[src/rtl/pkt_frame_builder_if.sv]
// AXI4-Stream beat bundle between the frame builder and the MAC/TX datapath.
interface pkt_frame_builder_if #(
  parameter int DATA_WIDTH = 64
);
  logic [DATA_WIDTH-1:0]   tdata;
  logic [DATA_WIDTH/8-1:0] tkeep;
  logic                    tlast;
  logic                    tvalid;
  logic                    tready;

  modport master (output tdata, tkeep, tlast, tvalid, input tready);
  modport slave  (input tdata, tkeep, tlast, tvalid, output tready);
endinterface

[src/rtl/pkt_frame_builder.sv]
// Turns {five-tuple, len} descriptors from a fall-through FIFO into Ethernet/IPv4/L4 frames
// on AXI4-Stream. Define PKT_IP_CSUM_EN to fill in the IPv4 header checksum.
module pkt_frame_builder #(
  parameter int          PKT_TUPLE_WIDTH = 104,
  parameter int          DATA_WIDTH      = 64,
  parameter int          MIN_LEN         = 60,
  parameter int          MAX_LEN         = 1514,
  parameter int          IFG_CYCLES      = 2,
  parameter logic [47:0] DST_MAC         = 48'h0000_0000_0002,
  parameter logic [47:0] SRC_MAC         = 48'h0000_0000_0001
) (
  input  logic                        clk,
  input  logic                        reset,
  input  logic                        gen_en,
  input  logic [PKT_TUPLE_WIDTH+15:0] fifo_data_in,
  input  logic                        fifo_empty,
  output logic                        fifo_rd_en,
  pkt_frame_builder_if.master         m_axis,
  output logic [31:0]                 pkt_count,
  output logic [47:0]                 byte_count
);
  localparam int NB        = DATA_WIDTH / 8;
  localparam int HDR_BYTES = 42;

  typedef enum logic [1:0] {IDLE, LOAD, SEND, GAP} state_t;
  state_t state_reg, state_next;

  logic [PKT_TUPLE_WIDTH-1:0] tuple_reg;
  logic [15:0]                len_reg, words_reg, beat_reg, gap_reg;
  logic [NB-1:0]              last_keep_reg;
  logic [HDR_BYTES*8-1:0]     hdr_reg, hdr_next;
  logic [31:0]                pkt_count_reg;
  logic [47:0]                byte_count_reg;
  logic [15:0]                desc_len, clamp_len;
  logic                       beat_fire, last_beat;

  logic [31:0] src_ip, dst_ip;
  logic [15:0] sport, dport, tot_len, l4_len, ip_csum;
  logic [7:0]  proto;

  assign src_ip  = tuple_reg[103:72];
  assign dst_ip  = tuple_reg[71:40];
  assign sport   = tuple_reg[39:24];
  assign dport   = tuple_reg[23:8];
  assign proto   = tuple_reg[7:0];
  assign tot_len = len_reg - 16'd14;
  assign l4_len  = len_reg - 16'd34;

`ifdef PKT_IP_CSUM_EN
  // Ten header words summed wide, then end-around carry folded back in.
  logic [19:0] csum_sum;
  logic [16:0] csum_fold;
  assign csum_sum  = 20'h04500 + 20'(tot_len) + 20'(pkt_count_reg[15:0]) + 20'h04000
                   + 20'({8'h40, proto}) + 20'(src_ip[31:16]) + 20'(src_ip[15:0])
                   + 20'(dst_ip[31:16]) + 20'(dst_ip[15:0]);
  assign csum_fold = 17'(csum_sum[15:0]) + 17'(csum_sum[19:16]);
  assign ip_csum   = ~(csum_fold[15:0] + 16'(csum_fold[16]));
`else
  assign ip_csum = 16'h0000;
`endif

  // Byte 0 sits in the MSBs so multi-byte fields read naturally big-endian.
  assign hdr_next = {DST_MAC, SRC_MAC, 16'h0800, 8'h45, 8'h00, tot_len, pkt_count_reg[15:0],
                     16'h4000, 8'h40, proto, ip_csum, src_ip, dst_ip, sport, dport, l4_len,
                     16'h0000};

  always_comb begin
    desc_len = fifo_data_in[15:0];
    if (desc_len < 16'(MIN_LEN))
      clamp_len = 16'(MIN_LEN);
    else if (desc_len > 16'(MAX_LEN))
      clamp_len = 16'(MAX_LEN);
    else
      clamp_len = desc_len;
  end

  logic [7:0] hdr_bytes [64];
  for (genvar gi = 0; gi < 64; gi++) begin : g_hdr
    if (gi < HDR_BYTES) begin : g_byte
      assign hdr_bytes[gi] = hdr_reg[(HDR_BYTES-1-gi)*8 +: 8];
    end else begin : g_zero
      assign hdr_bytes[gi] = 8'h00;
    end
  end

  logic [15:0]           beat_base;
  logic [DATA_WIDTH-1:0] beat_data;
  assign beat_base = {beat_reg[12:0], 3'b000};

  for (genvar gi = 0; gi < NB; gi++) begin : g_lane
    logic [15:0] off;
    logic [7:0]  lane;
    assign off = beat_base + 16'(gi);
    always_comb begin
      lane = 8'h00;
      if (off < 16'(HDR_BYTES))
        lane = hdr_bytes[off[5:0]];
      else if (off < len_reg)
        lane = off[7:0];
    end
    assign beat_data[8*gi +: 8] = lane;
  end

  assign last_beat     = (beat_reg == words_reg - 16'd1);
  assign beat_fire     = (state_reg == SEND) && m_axis.tready;
  assign m_axis.tvalid = (state_reg == SEND);
  assign m_axis.tlast  = (state_reg == SEND) && last_beat;
  assign m_axis.tkeep  = (state_reg != SEND) ? '0 : (last_beat ? last_keep_reg : '1);
  assign m_axis.tdata  = (state_reg == SEND) ? beat_data : '0;
  assign pkt_count     = pkt_count_reg;
  assign byte_count    = byte_count_reg;

  always_comb begin
    state_next = state_reg;
    fifo_rd_en = 1'b0;
    case (state_reg)
      IDLE: begin
        if (gen_en && !fifo_empty && !reset) begin
          fifo_rd_en = 1'b1;
          state_next = LOAD;
        end
      end
      LOAD: state_next = SEND;
      SEND: begin
        if (beat_fire && last_beat)
          state_next = (IFG_CYCLES == 0) ? IDLE : GAP;
      end
      GAP: begin
        if (gap_reg == 16'(IFG_CYCLES - 1))
          state_next = IDLE;
      end
      default: state_next = IDLE;
    endcase
  end

  always_ff @(posedge clk) begin
    if (reset) begin
      state_reg      <= IDLE;
      beat_reg       <= '0;
      gap_reg        <= '0;
      pkt_count_reg  <= '0;
      byte_count_reg <= '0;
    end else begin
      state_reg <= state_next;
      if (state_reg == LOAD)
        beat_reg <= '0;
      else if (beat_fire)
        beat_reg <= last_beat ? 16'd0 : beat_reg + 16'd1;
      if (beat_fire && last_beat) begin
        pkt_count_reg  <= pkt_count_reg + 32'd1;
        byte_count_reg <= byte_count_reg + 48'(len_reg);
      end
      gap_reg <= (state_reg == GAP) ? gap_reg + 16'd1 : 16'd0;
    end
  end

  // Datapath registers need no reset: they are only observed in SEND, after a LOAD.
  always_ff @(posedge clk) begin
    if (fifo_rd_en) begin
      tuple_reg <= fifo_data_in[PKT_TUPLE_WIDTH+15:16];
      len_reg   <= clamp_len;
    end
    if (state_reg == LOAD) begin
      hdr_reg       <= hdr_next;
      words_reg     <= (len_reg + 16'd7) >> 3;
      last_keep_reg <= (len_reg[2:0] == 3'd0) ? '1 : NB'((9'h001 << len_reg[2:0]) - 9'h001);
    end
  end
endmodule

[src/flat_wrapper.sv]
// flat-port wrapper written by rule: the top's interface ports become plain ports
module pkt_frame_builder_flat 
#(
  parameter int          PKT_TUPLE_WIDTH = 104,
  parameter int          DATA_WIDTH      = 64,
  parameter int          MIN_LEN         = 60,
  parameter int          MAX_LEN         = 1514,
  parameter int          IFG_CYCLES      = 2,
  parameter logic [47:0] DST_MAC         = 48'h0000_0000_0002,
  parameter logic [47:0] SRC_MAC         = 48'h0000_0000_0001
)
  (clk, reset, gen_en, fifo_data_in, fifo_empty, fifo_rd_en, pkt_count, byte_count, m_axis_tdata, m_axis_tkeep, m_axis_tlast, m_axis_tvalid, m_axis_tready);
  pkt_frame_builder_if #(.DATA_WIDTH(DATA_WIDTH)) m_axis_i ();
  input  logic clk;
  input  logic reset;
  input  logic gen_en;
  input  logic [PKT_TUPLE_WIDTH+15:0] fifo_data_in;
  input  logic fifo_empty;
  output logic fifo_rd_en;
  output logic [31:0] pkt_count;
  output logic [47:0] byte_count;
  output wire logic [$bits(m_axis_i.tdata)-1:0] m_axis_tdata;
  output wire logic [$bits(m_axis_i.tkeep)-1:0] m_axis_tkeep;
  output wire logic [$bits(m_axis_i.tlast)-1:0] m_axis_tlast;
  output wire logic [$bits(m_axis_i.tvalid)-1:0] m_axis_tvalid;
  input wire logic [$bits(m_axis_i.tready)-1:0] m_axis_tready;
  assign m_axis_tdata = m_axis_i.tdata;
  assign m_axis_tkeep = m_axis_i.tkeep;
  assign m_axis_tlast = m_axis_i.tlast;
  assign m_axis_tvalid = m_axis_i.tvalid;
  assign m_axis_i.tready = m_axis_tready;
  pkt_frame_builder #(.PKT_TUPLE_WIDTH(PKT_TUPLE_WIDTH), .DATA_WIDTH(DATA_WIDTH), .MIN_LEN(MIN_LEN), .MAX_LEN(MAX_LEN), .IFG_CYCLES(IFG_CYCLES), .DST_MAC(DST_MAC), .SRC_MAC(SRC_MAC)) u_core (.clk(clk), .reset(reset), .gen_en(gen_en), .fifo_data_in(fifo_data_in), .fifo_empty(fifo_empty), .fifo_rd_en(fifo_rd_en), .m_axis(m_axis_i), .pkt_count(pkt_count), .byte_count(byte_count));
endmodule
[config.mk]
export PLATFORM = sky130hd
export DESIGN_NAME = pkt_frame_builder_flat
export DESIGN_NICKNAME = d
export VERILOG_FILES = /design/src/rtl/pkt_frame_builder_if.sv /design/src/rtl/pkt_frame_builder.sv /design/src/flat_wrapper.sv
export SDC_FILE = /design/constraint.sdc
export NUM_CORES = 1
export LEC_CHECK = 0
export ABC_AREA = 1
export CAP_MARGIN = 20
export CORE_MARGIN = 2
export CORE_UTILIZATION = 61
export CTS_BUF_LIST = sky130_fd_sc_hd__clkbuf_8
export DETAILED_ROUTE_END_ITERATION = 10
export HOLD_SLACK_MARGIN = 0.08
export PLACE_DENSITY = 0.88
export REMOVE_ABC_BUFFERS = 1
export SLEW_MARGIN = 20
export SYNTH_ARGS = -nofsm -noshare
export SYNTH_HDL_FRONTEND = slang
export SYNTH_SLANG_ARGS = --single-unit
[constraint.sdc]
create_clock -name clk -period 23.9 [get_ports clk]
set_input_delay 7.17 -clock clk [delete_from_list [all_inputs] [get_ports clk]]
set_output_delay 7.17 -clock clk [all_outputs]
set_load 0.01 [all_outputs]
==> impl_metrics.ini, run 1 <==
[status]
status = complete, no violations

[sta]
tns_ns = 0
post-route-period-util_pct = 66.1
rsz0062_at_grt = no
fin_worst_skew_ns = 0.0363
max_freq_mhz = 63.3
setup_viol = 0
drv_slew = 0
period_needed_ns = 15.80
hold_viol = 0
worst_pin_slew_ns = 1.14
max_slew_margin_pct = 23.8

[global_routing]
groute.usage.overall_pct = 34.5
grt_antenna_before_repair = 10
grt_max_degree = 87
globalRoute.totalOverflow = 0
grt_pass1_wl_um = 89600
grt_pass1_vias = 16485

[route]
vias = 17353
avgRoutedWirePerCell_um = 20.4
routed_via_density = 5.91
firstDrtPassIters = 6
wirelength_um = 59800
ant_nets = 0
drt-initial-drc-count = 1817
drc = 0

[logic_synthesis]
ys_ff_latch = 405
yosysMostFrequentCell = nand2_1
synth_area_leaders = edfxtp_1 (44%), dfxtp_1 (11%), nand2_1 (8.7%)
synth_edf_count = 291
yosys_warnings = 0
synth_top_area_share_pct = 44.0
synthDistinctLibCells = 56
syn-cell-area_um2 = 19800
synth_flop_cell = edfxtp_1
synthTopCellsByCount = nand2_1 (462), edfxtp_1 (291), nor2_1 (218), inv_1 (192), a21oi_1 (154)
synth_top_area_cell = edfxtp_1
async_flop_share_pct = 0
ys_seq_area_share_pct = 55.5
synth.avg_cell_area_um2 = 9.34
synthCells = 2126

[placed_design]
port_buffers = 279
routabilityCongestion = 0.958
hpwlAfterDp_um = 41200

[cts]
tritoncts = done
clk_latency_ns = 0.60
postCtsHoldBufs = 0
path_clk_slew_ns = 0.07
cts_buffers = 68
clkSinkCount = 405
cts_root_buf = clkbuf_8
htreeDepth = 3
postCtsSetupRepairBufs = 0
cts_buffer_depth = 3
cts_resized = 0

[die]
die_h_um = 184
start_util_pct = 61.5
die_w_um = 184
core_um2 = 32300
row_count = 66
die_area_um2 = 34000
io_pins = 280

[layout]
syn_to_final_growth_pct = 22.4
layout.nets = 2601
largest_reg_flops = 150
nFillCells = 2196
drive_above_1_share_pct = 6.44
regArea_um2 = 11000
multi_input_area_um2 = 7790

[critical_path]
worstPathRequired_ns = 16.73
cp.depth = 6
regToRegSetupSlack_ns = 20.36
crit_path_start_kind = input port
crit_family = buffers and inverters
end_kind = output port
crit_slowest_cell = clkdlybuf4s50_1
critical_path_class = input port to output port
crit-reg2reg-capture = u_core.pkt_count[4]$_SDFFE_PP0P_
cp_max_fo = 30
reg2regPathDepth = 10
r2r-start = u_core.beat_reg[0]$_SDFFE_PP0P_
cp_cell_sequence = buf_2 -> buf_4 -> inv_1 -> nand3b_1 -> nor2_4 -> clkdlybuf4s50_1
crit_path_max_incr_delay_ns = 0.57
arrival_ns = 8.63
path_buf_inv = 4

[min_path]
hold_path_startpoint = u_core.tuple_reg[27]$_DFFE_PP_
hold_path.class = flop to flop
whs_path_depth = 0
hold_path_end = u_core.hdr_reg[51]$_DFFE_PP_

[pwr]
power.ir.vdd_worst_uv = 42.6
power_leakage_nw = 8.75
p_per_area_nw_per_um2 = 68.7
power.total_w = 0.00167

[job]
cap_viol_max_count = 0
==> final cells by class <==
cell class	instances	area share, %
Clock inverter	50	0.917
Tap cell	442	2.28
Timing Repair Buffer	291	11.9
Sequential cell	405	45.4
Clock buffer	75	4.25
Multi-Input combinational cell	1463	32.1
Antenna cell	7	0.0721
Inverter	202	3.15
==> cells in the final DEF (no fill, tap or decap), types with 18 or more instances in the layout <==
master,count
ha_1,43
nand2_1,462
a211oi_1,18
nor4_1,26
nor2_1,215
dfxtp_1,114
a221oi_1,36
xor2_1,82
xnor2_1,21
edfxtp_1,291
nor3_1,93
nand4_1,36
o21ai_0,52
clkdlybuf4s50_1,278
clkbuf_8,75
nand3_1,104
inv_1,218
a21oi_1,154
==> stage by stage <==
stage | cell area, um2 | hold slack [ns] | worst slack (ns) | std cells | util, %
global route | 24300 | 0.414 | 8.08 | 2931 | 75.2
global placement | 23000 | 0.401 | 8.15 | 2803 | 71.3
floorplan | 19500 | 0.400 | 4.26 | 2070 | -
CTS | 24300 | 0.396 | 8.13 | 2928 | 75.2
detailed placement | 23000 | 0.405 | 8.13 | 2803 | 71.3
finish | 24300 | 0.395 | 8.10 | 2935 | 75.2
==> worst max-delay path by stage <==
stage,from,endpoint,slack (ns)
CTS,reset,fifo_rd_en,8.13
detailed placement,reset,fifo_rd_en,8.13
finish,reset,fifo_rd_en,8.10
global route,reset,fifo_rd_en,8.08
floorplan,reset,fifo_rd_en,4.26
global placement,reset,fifo_rd_en,8.15
==> layer usage <==
layer	GRT usage, %	vias to the layer above	part of all wire [%]
met3	8.46	209	11
met2	54.3	1096	45
met1	44.9	8069	39
met4	16.8	10	4.6
li1	-	7969	-
met5	0	-	0.12
==> power breakdown <==
group / switching [W] / internal [W] / total (W)
clock network: 0.000285 / 0.000290 / 0.000575
registers: 0.0000398 / 0.000868 / 0.000907
logic: 0.000128 / 0.0000586 / 0.000187
==> logic make-up after synthesis <==
group	share of synthesized area, %
AO/OA/AOI/OAI	9.60
XOR/XNOR	4.54
adder cells (fa/ha/maj)	2.87
buffers and inverters	5.45
flip-flops	55.5
other	0.0378
AND/OR/NAND/NOR	22.0
Note: power is estimated with default switching activity, not from simulation.
==> run 2: changes to the inputs <==
--- a/config.mk
+++ b/config.mk
@@ -8,11 +8,11 @@
 export ABC_AREA = 1
 export CAP_MARGIN = 20
 export CORE_MARGIN = 2
-export CORE_UTILIZATION = 61
+export CORE_UTILIZATION = 51
 export CTS_BUF_LIST = sky130_fd_sc_hd__clkbuf_8
 export DETAILED_ROUTE_END_ITERATION = 10
 export HOLD_SLACK_MARGIN = 0.08
-export PLACE_DENSITY = 0.88
+export PLACE_DENSITY = 0.78
 export REMOVE_ABC_BUFFERS = 1
 export SLEW_MARGIN = 20
 export SYNTH_ARGS = -nofsm -noshare
==> constraint.sdc (replaced) <==
create_clock -name clk -period 13.7 [get_ports clk]
set_input_delay 4.11 -clock clk [delete_from_list [all_inputs] [get_ports clk]]
set_output_delay 4.11 -clock clk [all_outputs]
set_load 0.01 [all_outputs]
==> run 2 against run 1 <==
Combinational power rose by 73%. Via count fell by 3.6%. Sequential share of layout area is 0.27 points lower. Largest cell class unchanged. Die area grew 19%. Highest routed layer unchanged. Largest power group unchanged.
==> impl_metrics.ini, run 2 (same netlist as run 1, synthesis figures left out) <==
[status]
status = complete, no violations

[route]
firstDrtPassIters = 8
wl_met1_um = 23600
dr.max_layer_used = met5
wirelength_um = 58500
dr_wl_met2_um = 26600
drt-initial-drc-count = 1401
avgRoutedWirePerCell_um = 19.5
routed_via_density = 5.57
vias = 16736
route.met3.wl_um = 5720
ant_nets = 0
drc = 0

[layout]
layout.nets = 2600
multi_input_area_um2 = 7790
final_common_cell = nand2_1
drive_above_1_share_pct = 6.56
mostFrequentLayoutCells = nand2_1 (462), edfxtp_1 (291), clkdlybuf4s50_1 (278), nor2_1 (215), inv_1 (214)
nFillCells = 3174
regArea_um2 = 11000
largest_reg_flops = 150
syn_to_final_growth_pct = 23.1

[pwr]
switching_share_pct = 26.6
power_leakage_nw = 8.76
power_frac_seq_pct = 53.2
p_comb_share_pct = 10.9
power.ir.vdd_worst_uv = 72.2
clock_power_share_pct = 35.9
p_sw_w = 0.000789
internal_power_w = 0.00218
p_per_area_nw_per_um2 = 121
power.total_w = 0.00297

[global_routing]
grt_pass1_vias = 16252
grt_antenna_before_repair = 10
globalRoute.totalOverflow = 0
grt_pass1_wl_um = 89100
grt_max_degree = 84
groute.usage.overall_pct = 28.3

[sta]
setup_viol = 0
worst_pin_slew_ns = 1.11
drv_slew = 0
hold_viol = 0
rsz0062_at_grt = no
max_slew_margin_pct = 25.9
fin_worst_skew_ns = 0.0286
max_freq_mhz = 103
tns_ns = 0
post-route-period-util_pct = 71.0
period_needed_ns = 9.73

[die]
start_util_pct = 51.5
die_w_um = 201
core_um2 = 38600
die_area_um2 = 40500
die_h_um = 201
io_pins = 280
row_count = 72

[placed_design]
hpwlAfterDp_um = 41700
routabilityCongestion = 0.963
port_buffers = 279

[critical_path]
critical_path_class = input port to output port
crit_path_max_incr_delay_ns = 0.59
arrival_ns = 5.62
crit_family = buffers and inverters
cpMostUsedCell = clkdlybuf4s50_1
path_buf_inv = 2
worstPathRequired_ns = 9.59
crit_path_start_kind = input port
crit_slowest_cell = clkdlybuf4s50_1
cp_cell_sequence = clkdlybuf4s50_1 -> nand3b_1 -> nor2_4 -> clkdlybuf4s50_1
end_kind = output port
cp_max_fo = 7

[cts]
clk_latency_ns = 0.63
cts_buffer_depth = 3
cts_resized = 0
tritoncts = done
postCtsSetupRepairBufs = 0
cts_buffers = 69
cts_root_buf = clkbuf_8
postCtsHoldBufs = 0
path_clk_slew_ns = 0.05
clkSinkCount = 405
htreeDepth = 3

[job]
cap_viol_max_count = 0

[min_path]
hold_path.class = flop to flop
==> run 2: power groups by stage <==
stage	combinational (W)	sequential, W	clock (W)
final	0.000324	0.00158	0.00107
after global routing	0.000352	0.00159	0.00114
after CTS	0.000323	0.00158	0.00109
after detailed placement	0.000322	0.00160	0
after global placement	0.000312	0.00159	0
after floorplan	0.000182	0.00160	0
==> run 2: path summary, 6_finish.rpt <==
kind                                                      start                                 end  slack, ns  cells past startpoint
worst max-delay path                                 fifo_empty                          fifo_rd_en       3.97                      4
worst min-delay path             u_core.tuple_reg[40]$_DFFE_PP_        u_core.hdr_reg[64]$_DFFE_PP_       0.41                      0
worst max register to register  u_core.beat_reg[2]$_SDFFE_PP0P_  u_core.byte_count[29]$_SDFFE_PP0P_      10.28                     12
worst min register to register   u_core.tuple_reg[40]$_DFFE_PP_        u_core.hdr_reg[64]$_DFFE_PP_       0.41                      0
==> run 2: per-stage QoR <==
step	cell area [um2]	utilization [%]	hold WS (ns)	instances	worst slack, ns
after floorplan	19500	-	0.400	2070	0.179
after global placement	23100	59.9	0.401	2877	4.01
after detailed placement	23100	59.9	0.405	2877	3.97
after CTS	24400	63.3	0.411	3001	3.96
after global routing	24400	63.4	0.416	3005	3.95
final	24400	63.4	0.412	3007	3.97
==> run 2: area by class of cell <==
class / instances / share of cell area (%)
Clock buffer: 75 / 4.22
Timing Repair Buffer: 289 / 11.7
Inverter: 202 / 3.13
Multi-Input combinational cell: 1463 / 31.9
Sequential cell: 405 / 45.1
Clock inverter: 49 / 1.21
Tap cell: 518 / 2.65
Antenna cell: 6 / 0.0614
==> run 2: per-layer routing <==
metal | GRT usage, % | vias up
met5 | 0 | -
met4 | 12.8 | 8
met3 | 8.11 | 144
met2 | 44.2 | 803
met1 | 36.8 | 7826
li1 | - | 7955
==> run 2: worst register-to-register path, cell delays in order (launching register included) <==
cell and delay [ns]:
dfxtp_1 0.65, inv_2 0.13, buf_4 0.52, nand2_1 0.14, nand2_1 0.08, inv_1 0.05, nand3_1 0.06, nor2_1 0.07
nand4_1 0.09, buf_4 0.71, inv_8 0.45, o21ai_1 0.23, a21oi_1 0.09
==> run 3: changes to the inputs <==
==> constraint.sdc (replaced) <==
create_clock -name clk -period 8.15 [get_ports clk]
set_input_delay 2.445 -clock clk [delete_from_list [all_inputs] [get_ports clk]]
set_output_delay 2.445 -clock clk [all_outputs]
set_load 0.01 [all_outputs]
==> run 3 against run 2 <==
Clock power is 64% higher. Sequential power grew 68%. Power grew 67%.
==> impl_metrics.ini, run 3 (same netlist as run 1, synthesis figures left out) <==
[cts]
cts_root_buf = clkbuf_8
cts_resized = 0
clkSinkCount = 405
cts_buffers = 69
clk_latency_ns = 0.65
cts_buffer_depth = 3
path_clk_slew_ns = 0.06
postCtsSetupRepairBufs = 0
tritoncts = done
htreeDepth = 3
postCtsHoldBufs = 0

[pwr]
p_sw_w = 0.00132
switching_share_pct = 26.8
power_leakage_nw = 8.77
p_comb_share_pct = 11.2
power_frac_seq_pct = 53.5
clock_power_share_pct = 35.4
internal_power_w = 0.00363
p_per_area_nw_per_um2 = 202
power.ir.vdd_worst_uv = 116

[route]
avgRoutedWirePerCell_um = 19.7
drc = 0
firstDrtPassIters = 8
routed_via_density = 5.58
wirelength_um = 59400
ant_nets = 0
vias = 16804
drt-initial-drc-count = 1562

[global_routing]
grt_max_degree = 83
globalRoute.totalOverflow = 0
groute.usage.overall_pct = 28.8
grt_pass1_wl_um = 90800
grt_pass1_vias = 16363
grt_antenna_before_repair = 8

[die]
die_w_um = 201
die_h_um = 201
row_count = 72
start_util_pct = 51.5
die_area_um2 = 40500
core_um2 = 38600
io_pins = 280

[sta]
period_needed_ns = 6.93
post-route-period-util_pct = 85.0
rsz0062_at_grt = no
fin_worst_skew_ns = 0.0446
drv_slew = 0
worst_pin_slew_ns = 1.05
max_slew_margin_pct = 29.7
tns_ns = 0
max_freq_mhz = 144
timing.hold.ws_ns = 0.411
setup_viol = 0
hold_viol = 0

[critical_path]
end_kind = output port
arrival_ns = 4.48
crit_path_start_kind = flop
critical_path_class = flop to output port
cp_max_fo = 36
worstPathRequired_ns = 5.71

[placed_design]
routabilityCongestion = 0.964
port_buffers = 279
hpwlAfterDp_um = 43400

[layout]
drive_above_1_share_pct = 6.67
final_common_cell = nand2_1
largest_reg_flops = 150
syn_to_final_growth_pct = 23.2
mostFrequentLayoutCells = nand2_1 (462), edfxtp_1 (291), clkdlybuf4s50_1 (278), nor2_1 (215), inv_1 (212)
layout.nets = 2604

[job]
cap_viol_max_count = 0

[status]
status = complete, no violations

[min_path]
hold_path.class = flop to flop
run 3: cell count changes in the layout (fill, tap and decap cells not counted):
cell	previous run	this run
clkinv_4	0	1
buf_4	10	13
clkinv_1	12	16
inv_1	214	212
clkbuf_8	75	78
bufinv_16	3	1
clkinv_2	11	8
diode_2	6	7
buf_6	0	1
run 3: cell type report:
type,count,area [um2]
diodes,7,17.5
clock buffers,78,1070
clock inverters,47,238
fillers,3277,14100
inverters,202,766
multi-input cells,1463,7790
flip-flops and latches,405,11000
well taps,518,648
repair buffers,293,2900
run 3: critical path: stages, from the launching register on:
cell and delay (ns):
dfxtp_1 0.65, nor2_1 0.26, nor2_1 0.14, inv_1 0.07, nand2_2 0.64, inv_2 0.36, a21oi_2 0.45, o21ai_0 0.32
nand2_1 0.27, nor3_1 0.07, clkdlybuf4s50_1 0.61
run 3: per-stage QoR:
| step | cells | power (W) | cell area, um2 | util (%) | worst slack, ns |
|---|---|---|---|---|---|
| finish | 3013 | 0.00495 | 24500 | 63.4 | 1.22 |
| global route | 3010 | 0.00513 | 24400 | 63.4 | 0.928 |
| CTS | 3005 | 0.00497 | 24400 | 63.3 | 1.30 |
| detailed placement | 2880 | 0.00323 | 23100 | 59.9 | 1.90 |
| global placement | 2880 | 0.00321 | 23100 | 59.9 | 1.89 |
| floorplan | 2070 | 0.00300 | 19500 | - | -2.04 |
run 3: layer usage:
layer	track usage [%]	wire length (um)	share of wire (%)	vias up
li1	-	-	-	7955
met1	37.0	24300	41	7937
met2	45.9	27500	46	771
met3	8.36	5530	9.3	135
met4	12.0	2110	3.6	6
met5	0	37	0.062	-
run 3: path summary, 6_finish.rpt:
check | startpoint | slack, ns | end | depth (start not counted)
max | u_core.beat_reg[0]$_SDFFE_PP0P_ | 1.22 | m_axis_tdata[23] | 10
min | u_core.tuple_reg[90]$_DFFE_PP_ | 0.41 | u_core.hdr_reg[114]$_DFFE_PP_ | 0
max reg2reg | u_core.state_reg[0]$_SDFFE_PP0P_ | 4.71 | u_core.byte_count[30]$_SDFFE_PP0P_ | 9
min reg2reg | u_core.tuple_reg[90]$_DFFE_PP_ | 0.41 | u_core.hdr_reg[114]$_DFFE_PP_ | 0
run 3: power by group through the flow:
stage	clock network, W	registers [W]	logic [W]
after floorplan	0	0.00269	0.000305
after global placement	0	0.00267	0.000532
final	0.00175	0.00265	0.000554
after global routing	0.00187	0.00267	0.000599
after detailed placement	0	0.00268	0.000552
after CTS	0.00178	0.00264	0.000552
